[src/rtl/bit_serializer_if.sv]
// Handshake and serial-output bundle for bit_serializer.
// master: the word source / observer side; slave: the serializer itself.
interface bit_serializer_if #(
    parameter int WIDTH = 8,
    parameter int CNT_W = 16
);
    logic [WIDTH-1:0] din;
    logic             din_valid;
    logic             din_ready;
    logic             out;
    logic             out_valid;
    logic             busy;
    logic [CNT_W-1:0] word_cnt;

    modport master (
        output din, din_valid,
        input  din_ready, out, out_valid, busy, word_cnt
    );

    modport slave (
        input  din, din_valid,
        output din_ready, out, out_valid, busy, word_cnt
    );
endinterface

[src/rtl/bit_serializer.sv]
// Parallel-to-serial front end. Words arrive over a valid/ready handshake
// into a one-entry holding register, then shift out one bit per clock.
// The holding register lets the next word load the shift register on the
// edge that ends the current word's last bit, so streams have no gaps.
module bit_serializer #(
    parameter int   WIDTH     = 8,
    parameter int   MSB_FIRST = 1,
    parameter logic IDLE_BIT  = 1'b1,
    parameter int   CNT_W     = 16
) (
    input logic             clk,
    input logic             rst,
    bit_serializer_if.slave bus
);

    localparam int BW = (WIDTH > 1) ? $clog2(WIDTH) : 1;
    localparam logic [BW-1:0] LAST_BIT = BW'(WIDTH - 1);

    typedef enum logic {
        IDLE,
        SHIFT
    } state_t;

    state_t           state;
    logic [WIDTH-1:0] hr;
    logic             hr_full;
    logic [WIDTH-1:0] sr;
    logic [BW-1:0]    bcnt;
    logic [CNT_W-1:0] word_cnt;

    logic             accept;
    logic [WIDTH-1:0] sr_shifted;
    logic             head_bit;

    // rst is excluded here because the reset branch of the FSM has priority
    assign accept = bus.din_valid && !hr_full;

    // Shift toward whichever end feeds the output, zero filling behind
    always_comb begin
        sr_shifted = '0;
        if (MSB_FIRST != 0) begin
            sr_shifted = {sr[WIDTH-2:0], 1'b0};
        end else begin
            sr_shifted = {1'b0, sr[WIDTH-1:1]};
        end
    end

    assign head_bit = (MSB_FIRST != 0) ? sr[WIDTH-1] : sr[0];

    // Outputs are selected from flop values only; no path from din/rst to out
    assign bus.out       = (state == SHIFT) ? head_bit : IDLE_BIT;
    assign bus.out_valid = (state == SHIFT);
    assign bus.busy      = (state == SHIFT) || hr_full;
    assign bus.din_ready = !hr_full && !rst;
    assign bus.word_cnt  = word_cnt;

    // Holding-register capture plus IDLE/SHIFT sequencing of the shift register
    always_ff @(posedge clk) begin
        if (rst) begin
            state    <= IDLE;
            hr       <= '0;
            hr_full  <= 1'b0;
            sr       <= '0;
            bcnt     <= '0;
            word_cnt <= '0;
        end else begin
            // Accept needs hr_full = 0 and a transfer needs hr_full = 1,
            // so the two hr_full writes below never coincide.
            if (accept) begin
                hr      <= bus.din;
                hr_full <= 1'b1;
            end
            case (state)
                IDLE: begin
                    if (hr_full) begin
                        sr      <= hr;
                        hr_full <= 1'b0;
                        bcnt    <= '0;
                        state   <= SHIFT;
                    end
                end
                SHIFT: begin
                    sr   <= sr_shifted;
                    bcnt <= bcnt + 1'b1;
                    if (bcnt == LAST_BIT) begin
                        word_cnt <= word_cnt + 1'b1;
                        if (hr_full) begin
                            sr      <= hr;
                            hr_full <= 1'b0;
                            bcnt    <= '0;
                        end else begin
                            state <= IDLE;
                        end
                    end
                end
                default: state <= IDLE;
            endcase
        end
    end

endmodule
[src/flat_wrapper.sv]
// flat-port wrapper written by rule: the top's interface ports become plain ports
module bit_serializer_flat 
#(
    parameter int   WIDTH     = 8,
    parameter int   MSB_FIRST = 1,
    parameter logic IDLE_BIT  = 1'b1,
    parameter int   CNT_W     = 16
)
  (clk, rst, bus_din, bus_din_valid, bus_din_ready, bus_out, bus_out_valid, bus_busy, bus_word_cnt);
  bit_serializer_if #(.WIDTH(WIDTH), .CNT_W(CNT_W)) bus_i ();
  input logic clk;
  input logic rst;
  input wire logic [$bits(bus_i.din)-1:0] bus_din;
  input wire logic [$bits(bus_i.din_valid)-1:0] bus_din_valid;
  output wire logic [$bits(bus_i.din_ready)-1:0] bus_din_ready;
  output wire logic [$bits(bus_i.out)-1:0] bus_out;
  output wire logic [$bits(bus_i.out_valid)-1:0] bus_out_valid;
  output wire logic [$bits(bus_i.busy)-1:0] bus_busy;
  output wire logic [$bits(bus_i.word_cnt)-1:0] bus_word_cnt;
  assign bus_i.din = bus_din;
  assign bus_i.din_valid = bus_din_valid;
  assign bus_din_ready = bus_i.din_ready;
  assign bus_out = bus_i.out;
  assign bus_out_valid = bus_i.out_valid;
  assign bus_busy = bus_i.busy;
  assign bus_word_cnt = bus_i.word_cnt;
  bit_serializer #(.WIDTH(WIDTH), .MSB_FIRST(MSB_FIRST), .IDLE_BIT(IDLE_BIT), .CNT_W(CNT_W)) u_core (.clk(clk), .rst(rst), .bus(bus_i));
endmodule
[config.mk]
export PLATFORM = sky130hd
export DESIGN_NAME = bit_serializer_flat
export DESIGN_NICKNAME = d
export VERILOG_FILES = /design/src/rtl/bit_serializer_if.sv /design/src/rtl/bit_serializer.sv /design/src/flat_wrapper.sv
export SDC_FILE = /design/constraint.sdc
export NUM_CORES = 1
export LEC_CHECK = 0
export ABC_CLOCK_PERIOD_IN_PS = 1700
export CAP_MARGIN = 20
export CORE_AREA = 2 2 63 65
export DETAILED_ROUTE_END_ITERATION = 7
export DIE_AREA = 0 0 65 67
export HOLD_SLACK_MARGIN = 0.1
export PLACE_DENSITY = 0.82
export RECOVER_POWER = 50
export SYNTH_ARGS = -nofsm -noshare
export SYNTH_HDL_FRONTEND = slang
export SYNTH_SLANG_ARGS = --single-unit
[constraint.sdc]
create_clock -name clk -period 1.7 [get_ports clk]
set_input_delay 0.255 -clock clk [delete_from_list [all_inputs] [get_ports clk]]
set_output_delay 0.255 -clock clk [all_outputs]
set_load 0.02 [all_outputs]
## After elaboration in Yosys (flattened, before gate mapping)

Index checks and enable logic that the tools add are counted.

| storage, ports and cells | value |
|---|---|
| memories | 0 |
| logic and storage cells | 33 |
| register bits | 37 |
| input bits | 11 |
| bits in writable memories | 0 |
| bits in latches | 0 |
| bits in read-only memories | 0 |
| output and inout bits | 20 |

| cells by class | value |
|---|---|
| $add $sub $neg | 2 |
| eq/ne operators | 2 |
| muxes and demuxes | 16 |
| reductions and logical operators | 6 |
| magnitude comparators | 0 |
| bitwise gates (word level) | 1 |
| shift operators | 0 |
| multiply operators | 0 |
| div/mod/pow operators | 0 |

Operator list:

| kind | number |
|---|---|
| $mux W8 | 3 |
| $add A16 B1 Y16 const B | 1 |
| $pmux W8 S2 | 1 |
| $mux W3 | 3 |
| $mux W1 | 6 |
| $pmux W3 S2 | 1 |
| $pmux W1 S2 | 2 |
| $add A3 B1 Y3 const B | 1 |
| $eq A3 B3 Y1 const B | 1 |
| $logic_and A1 B1 Y1 | 2 |
| $logic_not A1 Y1 | 2 |
| $ne A2 B1 Y1 const B | 1 |
| $reduce_and A2 Y1 | 1 |
| $logic_or A1 B1 Y1 | 1 |
| $not A1 Y1 | 1 |

## Logic depth before layout (Yosys ltp)

Gate-level depths: netlist (run 1).

| logic depth | value |
|---|---|
| depth in word-level cells | 6 |
| depth in mapped cells | 7 |
| mapped depth without buffers | 6 |

## Worst setup path before layout (run 1)

No wires, ideal clock.

| timing | value |
|---|---|
| kind | flip-flop to flip-flop |
| from | reg u_core.bcnt[0] |
| to | reg u_core.word_cnt[15], in the netlist u_core.bus.word_cnt[15] |
| setup time | 0.070 ns |
| setup slack | 0.037 ns |
| cell stages (with the launch flop) | 7 |
| required time | 1.630 ns |
| path buffers | 0 |
| arrival time | 1.593 ns |
| clock period less this slack | 1.663 ns |
| cells stage by stage | dfxtp_1 > ha_1 > ha_1 > and4_2 > nand4_4 > or3_1 > a21oi_1 |

| on the way | value |
|---|---|
| word-level cells in the longest chain between the ends | 2 |

Ends and longest elaborated chain:

| element | line | RTL |
|---|---|---|
| start: declaration | bit_serializer.sv:28 | `logic [BW-1:0] bcnt;` |
| start signal: assignment | bit_serializer.sv:84 | `bcnt <= bcnt + 1'b1;` |
| $eq A3 B3 Y1 | bit_serializer.sv:85 | `if (bcnt == LAST_BIT) begin` |
| $reduce_and A2 Y1 (no source line) | - |  |
| end signal: assignment | bit_serializer.sv:86 | `word_cnt <= word_cnt + 1'b1;` |
| end: declaration | bit_serializer.sv:29 | `logic [CNT_W-1:0] word_cnt;` |

Every way passes these cells.
A chain may end at the register's enable or synchronous reset.

## Worst setup path in the final report (run 1)

| timing | value |
|---|---|
| from | reg u_core.word_cnt[9], in the netlist u_core.bus.word_cnt[9] |
| to | out bus_word_cnt[9] |

RTL lines:

| element | line | RTL |
|---|---|---|
| end: declaration | flat_wrapper.sv:19 | `output wire logic [$bits(bus_i.word_cnt)-1:0] bus_word_cnt;` |

No word-level cell between the ends.

==> results of run 1 <==
-- where the power goes --
| part | switching [mW] | leakage [nW] | internal (mW) |
|---|---|---|---|
| Combinational | 0.0898 | 0.441 | 0.0840 |
| Clock | 0.303 | 0.0542 | 0.366 |
| Sequential | 0.0215 | 0.302 | 0.903 |
| Total | 0.414 | 0.797 | 1.35 |
-- per-layer routing --
layer  GRT usage (%)  part of all wire, %  vias to the layer above
met5               0                    0                        -
met4           6.383                  1.4                        0
met3           6.081                  4.9                        4
met2           25.90                   50                       28
met1           16.15                   44                      587
li1                -                    -                      685
-- Yosys cell counts, types with 2 or more instances --
master / count / area [um^2]
a211oi_1: 7 / 52.55
o21ai_0: 4 / 20.02
nor2_1: 28 / 105.1
ha_1: 3 / 37.54
nor2b_1: 2 / 12.51
nand4_1: 4 / 25.02
nand2b_1: 2 / 12.51
a21oi_1: 16 / 80.08
dfxtp_1: 37 / 740.7
nand3_1: 6 / 30.03
or3_1: 4 / 25.02
clkbuf_1: 4 / 15.01
mux2i_1: 8 / 80.08
and4_1: 3 / 26.28
nand2_1: 24 / 90.09
xor2_1: 11 / 96.34
buf_2: 4 / 20.02
-- area by class of cell --
cell class / instances / area (um^2)
Clock buffer: 7 / 96.34
Sequential cell: 37 / 743.2
Inverter: 1 / 3.754
Timing Repair Buffer: 43 / 384.1
Tap cell: 48 / 60.06
Clock inverter: 1 / 5.005
Multi-Input combinational cell: 129 / 784.5
Fill cell: 323 / 1529
-- timing repair --
action | 4_1_cts | 5_1_grt
setup endpoints to repair | 2 | 4
pin swaps | 0 | 2
hold buffers | 0 | 0
resized for setup | 4 | 7
buffers inserted | 0 | 1
-- through the flow --
step / setup WS, ns / utilization [%] / TNS [ns] / instances / hold slack, ns
finish: 0.08316 / 57.60 / 0 / 266 / 0.4555
global route: -0.01185 / 57.60 / -0.01185 / 266 / 0.4867
CTS: 0.001156 / 57.08 / 0 / 265 / 0.4560
detailed placement: -0.04166 / 54.23 / -0.04166 / 257 / 0.4461
global placement: -0.04001 / 54.23 / -0.04001 / 257 / 0.4426
floorplan: 0.03715 / - / 0 / 179 / 0.3910
-- flip-flops by register name (all words and copies together) (netlist names) --
register / count
u_core.bus.word_cnt: 16
u_core.hr: 8
u_core.sr: 8
u_core.bcnt: 3
u_core.bus.out_valid: 1
u_core.hr_full: 1
-- worst paths after layout --
| path | cells past startpoint | end | slack, ns |
|---|---|---|---|
| min | 2 | u_core.hr[3]$_SDFFE_PP0P_ | 0.46 |
| max reg2reg | 6 | u_core.bus.word_cnt[15]$_SDFFE_PP0P_ | 0.10 |
| max | 1 | bus_word_cnt[9] | 0.08 |
| min reg2reg | 2 | u_core.hr[3]$_SDFFE_PP0P_ | 0.46 |
-- cell families after synthesis --
family          after synthesis
simple gates                 78
buf+inv                      13
mux                           8
xor+xnor                     11
fa+ha+maj                     3
compound gates               29
flops                        37
==> flow_summary.ini, run 1 <==
[critical_path]
required_ns = 1.44
critical_path_arrival_ns = 1.36
cp_max_fo = 6
worst_setup_path_end_kind = output pin
crit_start = u_core.bus.word_cnt[9]$_SDFFE_PP0P_
path_delay_family = buffers and inverters
cp_cell_sequence = clkdlybuf4s50_1
slowest_delay_ns = 0.64
regToRegStartpoint = u_core.bcnt[1]$_SDFFE_PP0P_
critPathKind = reg2out
cp_num_buf_inv = 1
crit_slowest_cell = clkdlybuf4s50_1
startpoint_type = register

[global_routing]
grtUsageTotal_pct = 14.99
first_global_vias = 1149
antenna_found_initial = 0
grt_max_degree = 38
grt_overflow = 0
grt_pass1_wl_mm = 4.933

[cts]
htreeDepth = 2
path_clk_slew_ns = 0.07
numCtsBuffers = 5
clock-root-buffer = clkbuf_8
clock_path_buffers = 2
cts_sinks = 37
worstSkewPairLatency_ns = 0.29
cts_tree = yes

[synthesis]
synth_edf_count = 0
syn_area_um2 = 1582
synth_top_family_by_area = simple AND/OR/NAND/NOR gates
synthDistinctLibCells = 29
synth_fa_ha_area_share_pct = 2.373
synth_ff_type = dfxtp_1
ys_ff_latch = 37
synthCells = 179
yosysSeqAreaShare_pct = 46.84
avgSynthCellArea_um2 = 8.835
synth_nets = 193
synthMuxAreaShare_pct = 5.063
yosysWarningCount = 0
yosys.area_share.xor_xnor_pct = 6.092
synth-compound-area-share_pct = 10.60
synth-simple-area-share_pct = 23.97
async_flop_share_pct = 0

[detailed_routing]
num_vias = 1304
drt-pass1-iter-count = 4
wirelength_mm = 2.936
ant_nets = 0
avgRoutedWirePerCell_um = 11.04
vias_per_cell = 4.902
drcViolationCount = 0
drt_iter0_drc = 98

[final_layout]
final_cell_mix = 35 x dfxtp_1, 27 x nor2_1, 26 x clkdlybuf4s50_1
syn_to_final_growth_pct = 31.33
final_area_um2 = 2077
final_common_cell = dfxtp_1
antenna_cells = 0
finalNetCount = 231
layout-drive-gt1-share_pct = 13.30

[placement]
post_dp_cell_area_um2 = 1956
gp_congestion = 0.7458
port-buffer-count = 30
dp_hpwl_mm = 2.102

[floorplanning]
row_count = 22
die_x_um = 65
die_h_um = 67
pin_count = 31
die_area_um2 = 4355
start_util_pct = 43.86
core_area_um2 = 3606

[timing]
final.min_clock_period_ns = 1.617
maxSlewViolCount = 0
final-hold-violation-count = 0
timing.final.crit_share_pct = 95.11
achievable-frequency_mhz = 618.5
setup_viol = 0
maxSlewHeadroom_pct = 74.94
fin_skew_ns = 0.002609
tightest_slew_ns = 0.3759

[min_path]
hp-class = reg2reg
hp-start = u_core.hr[3]$_SDFFE_PP0P_

[power]
power_leakage_nw = 0.7975
total_power_mw = 1.767
peakVddDrop_uv = 638.3
pwr_density_cell_nw_per_um2 = 850.8

[job]
drv_cap = 0

[run_status]
status = completed
(Power assumes the default switching activity.)
==> run 2: changes to the inputs <==
--- a/config.mk
+++ b/config.mk
@@ -11,7 +11,7 @@
 export DETAILED_ROUTE_END_ITERATION = 7
 export DIE_AREA = 0 0 65 67
 export HOLD_SLACK_MARGIN = 0.1
-export PLACE_DENSITY = 0.82
+export PLACE_DENSITY = 0.71
 export RECOVER_POWER = 50
 export SYNTH_ARGS = -nofsm -noshare
 export SYNTH_HDL_FRONTEND = slang
==> run 2 against run 1 <==
Effect of this change:
- worst setup slack gained 0.0070 ns
- cell count is the same
- clock power grew 15%
- global-route usage grew 0.19 points
- cell area shrank 0.36%
- clock-buffer cell count shrank 2
- non-clock buffer count is the same
- register-to-register slack is essentially flat
==> flow_summary.ini, run 2 (same netlist as run 1, synthesis figures left out) <==
[global_routing]
grt_pass1_wl_mm = 5.050
grt_max_degree = 38
first_global_vias = 1173
grtUsageTotal_pct = 15.17
antenna_found_initial = 0
grt_overflow = 0

[timing]
final.min_clock_period_ns = 1.610
setup_viol = 0
achievable-frequency_mhz = 621.2
fin_skew_ns = 0.006522
timing.final.crit_share_pct = 94.70
tightest_slew_ns = 0.3795
maxSlewHeadroom_pct = 74.70
final-hold-violation-count = 0
grt_setup_unrepaired = yes
maxSlewViolCount = 0

[critical_path]
critical_path_arrival_ns = 1.35
startpoint_type = register
cp_max_fo = 4
crit_start = u_core.bus.word_cnt[4]$_SDFFE_PP0P_
critPathKind = reg2out
regToRegStartpoint = u_core.bcnt[0]$_SDFFE_PP0P_
required_ns = 1.44
worst_setup_path_end_kind = output pin

[cts]
numCtsBuffers = 5
cts_setup_buffers = 0
worstSkewPairLatency_ns = 0.29
htreeDepth = 2
path_clk_slew_ns = 0.08
clock_path_buffers = 2
clock-root-buffer = clkbuf_8
cts_sinks = 37
cts_tree = yes

[final_layout]
final_common_cell = dfxtp_1
final_cell_mix = 35 x dfxtp_1, 27 x nor2_1, 24 x nand2_1, 24 x clkdlybuf4s50_1, 16 x a21oi_1
final_area_um2 = 2069
largest_register_ffs = 16
syn_to_final_growth_pct = 30.85
top_register = u_core.bus.word_cnt
n_fill_cell = 335
instances_no_fill = 266
layout-drive-gt1-share_pct = 11.93
largestRegisters = u_core.bus.word_cnt x16, u_core.hr x8, u_core.sr x8
antenna_cells = 0
finalNetCount = 231
final_util_pct = 57.39

[detailed_routing]
drt-pass1-iter-count = 4
vias_per_cell = 4.887
avgRoutedWirePerCell_um = 10.76
num_vias = 1300
drcViolationCount = 0
drt_iter0_drc = 47
wirelength_mm = 2.863
ant_nets = 0

[run_status]
status = completed

[min_path]
hp-class = reg2reg
hp-start = u_core.hr[1]$_SDFFE_PP0P_

[power]
sw_frac_of_total_pct = 23.70
combinationalPowerShare_pct = 9.0
power_leakage_nw = 0.7950
p_int_mw = 1.418
total_power_mw = 1.858
power_switching_mw = 0.4404
pwr-share-clk_pct = 41.4
power_frac_seq_pct = 49.7
pwr_density_cell_nw_per_um2 = 897.9
peakVddDrop_uv = 582.7

[placement]
dp_cells = 258
dp_hpwl_mm = 2.009
post_dp_cell_area_um2 = 1963
port-buffer-count = 30
gp_congestion = 0.7390

[floorplanning]
die_x_um = 65
core_area_um2 = 3606
die_area_um2 = 4355
die_h_um = 67
pin_count = 31
start_util_pct = 43.86
row_count = 22

[job]
drv_cap = 0
==> run 2: cell types whose count changed in the layout (fill, tap and decap cells not counted), moves of 2 or more <==
cell	change
a21oi_1	+2
a21oi_2	-2
buf_4	+2
clkbuf_8	-2
clkdlybuf4s50_1	-2
or3_1	+2
or3_4	-2
==> run 2: stage by stage <==
step | hold slack (ns) | setup WS (ns) | setup TNS, ns
finish | 0.4557 | 0.09016 | 0
detailed placement | 0.4491 | 0.05773 | 0
floorplan | 0.3910 | 0.03715 | 0
CTS | 0.4593 | 0.001399 | 0
global placement | 0.4449 | 0.07689 | 0
global route | 0.4799 | -0.01282 | -0.01282
==> run 2: worst paths after layout <==
| kind | to | slack, ns | depth (start not counted) |
|---|---|---|---|
| hold / removal | u_core.hr[1]$_SDFFE_PP0P_ | 0.46 | 2 |
| setup reg to reg | u_core.bus.word_cnt[15]$_SDFFE_PP0P_ | 0.11 | 6 |
| hold reg to reg | u_core.hr[1]$_SDFFE_PP0P_ | 0.46 | 2 |
| setup / recovery | bus_word_cnt[4] | 0.09 | 2 |
==> run 2: final cells by class <==
class	count	area [um^2]	share of cell area, %
clock buffers	5	68.82	3.325
clock inverters	3	46.29	2.237
inverters	1	3.754	0.1814
multi-input cells	129	767.0	37.06
flip-flops and latches	37	743.2	35.91
well taps	48	60.06	2.902
repair buffers	43	380.4	18.38
==> run 2: power groups by stage <==
| stage | sequential, mW | combinational, mW | clock [mW] |
|---|---|---|---|
| after floorplan | 0.936 | 0.117 | 0 |
| after CTS | 0.923 | 0.174 | 0.789 |
| after detailed placement | 0.942 | 0.178 | 0 |
| after global placement | 0.941 | 0.175 | 0 |
| final | 0.923 | 0.167 | 0.769 |
| after global routing | 0.928 | 0.191 | 0.819 |
==> run 2: metal layers <==
metal	GRT usage [%]	vias to the layer above	part of all wire [%]
met3	4.054	7	3.9
met5	0	-	0
met2	24.74	23	47
met1	18.24	587	47
met4	7.979	0	2.2
li1	-	683	-
==> run 2: worst max-delay path: stages (launching register included) <==
cell,delay (ns)
dfxtp_1,0.34
buf_4,0.13
clkdlybuf4s50_1,0.59
==> run 2: what timing repair did <==
action                     CTS  global route
setup endpoints to repair    4             4
pin swaps                    0             0
resized for setup            5             4
hold buffers                 0             0
==> run 3: changes to the inputs <==
--- a/config.mk
+++ b/config.mk
@@ -5,14 +5,15 @@
 export SDC_FILE = /design/constraint.sdc
 export NUM_CORES = 1
 export LEC_CHECK = 0
-export ABC_CLOCK_PERIOD_IN_PS = 1700
+export ABC_CLOCK_PERIOD_IN_PS = 1600
 export CAP_MARGIN = 20
-export CORE_AREA = 2 2 63 65
+export CORE_AREA = 2 2 60 62
 export DETAILED_ROUTE_END_ITERATION = 7
-export DIE_AREA = 0 0 65 67
+export DIE_AREA = 0 0 62 64
 export HOLD_SLACK_MARGIN = 0.1
-export PLACE_DENSITY = 0.71
+export PLACE_DENSITY = 0.75
 export RECOVER_POWER = 50
 export SYNTH_ARGS = -nofsm -noshare
 export SYNTH_HDL_FRONTEND = slang
 export SYNTH_SLANG_ARGS = --single-unit
+export TNS_END_PERCENT = 100
==> constraint.sdc (replaced) <==
create_clock -name clk -period 1.6 [get_ports clk]
set_input_delay 0.24 -clock clk [delete_from_list [all_inputs] [get_ports clk]]
set_output_delay 0.24 -clock clk [all_outputs]
set_load 0.02 [all_outputs]
==> run 3 against run 2 <==
Effect of this change:
- power down 10%
- hold slack worse by 0.014 ns
- clock skew hardly changed
- largest power group unchanged
- critical path depth up 4
==> flow_summary.ini, run 3 (same netlist as run 1, synthesis figures left out) <==
[power]
sw_frac_of_total_pct = 24.56
p_int_mw = 1.261
power_leakage_nw = 0.9131
pwr_density_cell_nw_per_um2 = 801.5
peakVddDrop_uv = 492.6
power_switching_mw = 0.4105
power_frac_seq_pct = 59.0
pwr-share-clk_pct = 29.4
combinationalPowerShare_pct = 11.6

[placement]
dp_hpwl_mm = 2.280
post_dp_cell_area_um2 = 1989
port-buffer-count = 30
gp_congestion = 0.7962
pre_cts_ws_ns = -0.09095
dp_cells = 258

[min_path]
worstHoldEndpoint = u_core.hr[7]$_SDFFE_PP0P_
whs_path_depth = 3
hp-class = in2reg
hp-start = bus_din[7]

[final_layout]
largest_register_ffs = 16
finalNetCount = 234
final_cell_mix = 33 x dfxtp_1, 27 x nor2_1, 24 x nand2_1
antenna_cells = 0
syn_to_final_growth_pct = 31.88
largestRegisters = u_core.bus.word_cnt x16, u_core.hr x8, u_core.sr x8
layout-drive-gt1-share_pct = 16.82
final_area_um2 = 2086
instances_no_fill = 266
top_register = u_core.bus.word_cnt
final_common_cell = dfxtp_1

[detailed_routing]
ant_nets = 0
avgRoutedWirePerCell_um = 11.78
drt_iter0_drc = 41
vias_per_cell = 5.045
drcViolationCount = 0
num_vias = 1342
wirelength_mm = 3.134
drt-pass1-iter-count = 2

[timing]
final-hold-violation-count = 0
final.min_clock_period_ns = 1.573
achievable-frequency_mhz = 635.8
tightest_slew_ns = 0.3748
fin_ws_ns = 0.02721
setup_viol = 0
maxSlewHeadroom_pct = 75.01
timing.final.crit_share_pct = 98.30
maxSlewViolCount = 0
grt_setup_unrepaired = yes
fin_skew_ns = 0.006488

[critical_path]
slowest_delay_ns = 0.39
worst_setup_path_end_kind = register
r2r_setup_slack_ns = 0.03
required_ns = 1.88
critical_path_arrival_ns = 1.86
regToRegStartpoint = u_core.bcnt[0]$_SDFFE_PP0P_
startpoint_type = register
crit_slowest_cell = or3_4
worstReg2RegEnd = u_core.bus.word_cnt[15]$_SDFFE_PP0P_
cpMostUsedCell = ha_4
cp_num_buf_inv = 0
cp_max_fo = 7
critPathKind = reg2reg
path_delay_family = simple AND/OR/NAND/NOR gates
cp_cell_sequence = ha_4, ha_4, and4_4, nand4_4, or3_4, a21oi_2
r2r_cells = 6

[cts]
cts_sinks = 37
path_clk_slew_ns = 0.10
worstSkewPairLatency_ns = 0.34
clock_path_buffers = 2
numCtsBuffers = 5
htreeDepth = 2
cts_tree = yes
clock-root-buffer = clkbuf_4

[global_routing]
grt_max_degree = 38
grt_overflow = 0
grt_pass1_wl_mm = 5.395
antenna_found_initial = 0
grtUsageTotal_pct = 18.12
first_global_vias = 1271

[floorplanning]
die_x_um = 62
core_area_um2 = 3284
pin_count = 31
die_area_um2 = 3968
die_h_um = 64
row_count = 21
start_util_pct = 48.15

[job]
drv_cap = 0

[run_status]
status = completed
-- run 3: changes by cell type in the layout (fill, tap and decap cells not counted), moves of 3 or more --
cell / change
buf_4: +5
clkbuf_4: +5
dlygate4sd2_1: +13
dlymetal6s2s_1: +3
clkdlybuf4s50_1: -13
clkbuf_8: -4
-- run 3: worst max path at each step --
| stage | from | to | slack [ns] | depth (start not counted) |
|---|---|---|---|---|
| after floorplan | u_core.bcnt[0]$_SDFFE_PP0P_ | u_core.bus.word_cnt[15]$_SDFFE_PP0P_ | 0.009 | 6 |
| after global placement | rst | bus_din_ready | -0.08 | 3 |
| after detailed placement | rst | bus_din_ready | -0.09 | 3 |
| after CTS | u_core.bcnt[1]$_SDFFE_PP0P_ | u_core.bus.word_cnt[14]$_SDFFE_PP0P_ | 0.003 | 6 |
| after global routing | u_core.bcnt[0]$_SDFFE_PP0P_ | u_core.bus.word_cnt[15]$_SDFFE_PP0P_ | -0.05 | 6 |
| final | u_core.bcnt[0]$_SDFFE_PP0P_ | u_core.bus.word_cnt[15]$_SDFFE_PP0P_ | 0.03 | 6 |
-- run 3: power groups by stage --
stage	Combinational [mW]	Sequential (mW)	Clock (mW)
5_1_grt	0.217	0.993	0.549
3_5_place_dp	0.197	1.00	0
6_report	0.194	0.987	0.491
2_1_floorplan	0.124	0.995	0
3_3_place_gp	0.191	1.00	0
4_1_cts	0.192	0.984	0.505
-- run 3: area by class of cell --
class | count | area, um^2
Clock buffer | 7 | 55.05
Fill cell | 301 | 1199
Inverter | 1 | 3.754
Multi-Input combinational cell | 129 | 813.3
Sequential cell | 37 | 748.2
Tap cell | 46 | 57.56
Timing Repair Buffer | 46 | 407.9
-- run 3: what timing repair did --
| item | in CTS | in global routing |
|---|---|---|
| setup endpoints to repair | 27 | 20 |
| hold buffers | 0 | 0 |
| buffers inserted | 0 | 1 |
| cloned | 0 | 0 |
| pin swaps | 2 | 3 |
| gates resized for setup | 24 | 11 |
-- run 3: worst min-delay path: stages --
cell             delay [ns]
clkdlybuf4s50_1        0.39
nand2_1                0.06
a21oi_1                0.05
-- run 3: routing by layer --
layer / wire length [um] / GRT usage [%] / vias to the layer above
met4: 60 / 7.181 / 0
li1: - / - / 690
met3: 185 / 6.275 / 6
met1: 1378 / 20.81 / 616
met5: 0 / 0 / -
met2: 1510 / 29.82 / 30
-- run 3: per-stage QoR --
step | util (%) | hold slack [ns] | setup TNS (ns) | total power [mW]
detailed placement | 60.57 | 0.4519 | -0.2072 | 1.200
floorplan | - | 0.3760 | 0 | 1.119
CTS | 61.98 | 0.4260 | 0 | 1.682
global placement | 60.57 | 0.4471 | -0.08222 | 1.192
global route | 63.50 | 0.4324 | -0.1724 | 1.758
finish | 63.50 | 0.4415 | 0 | 1.672
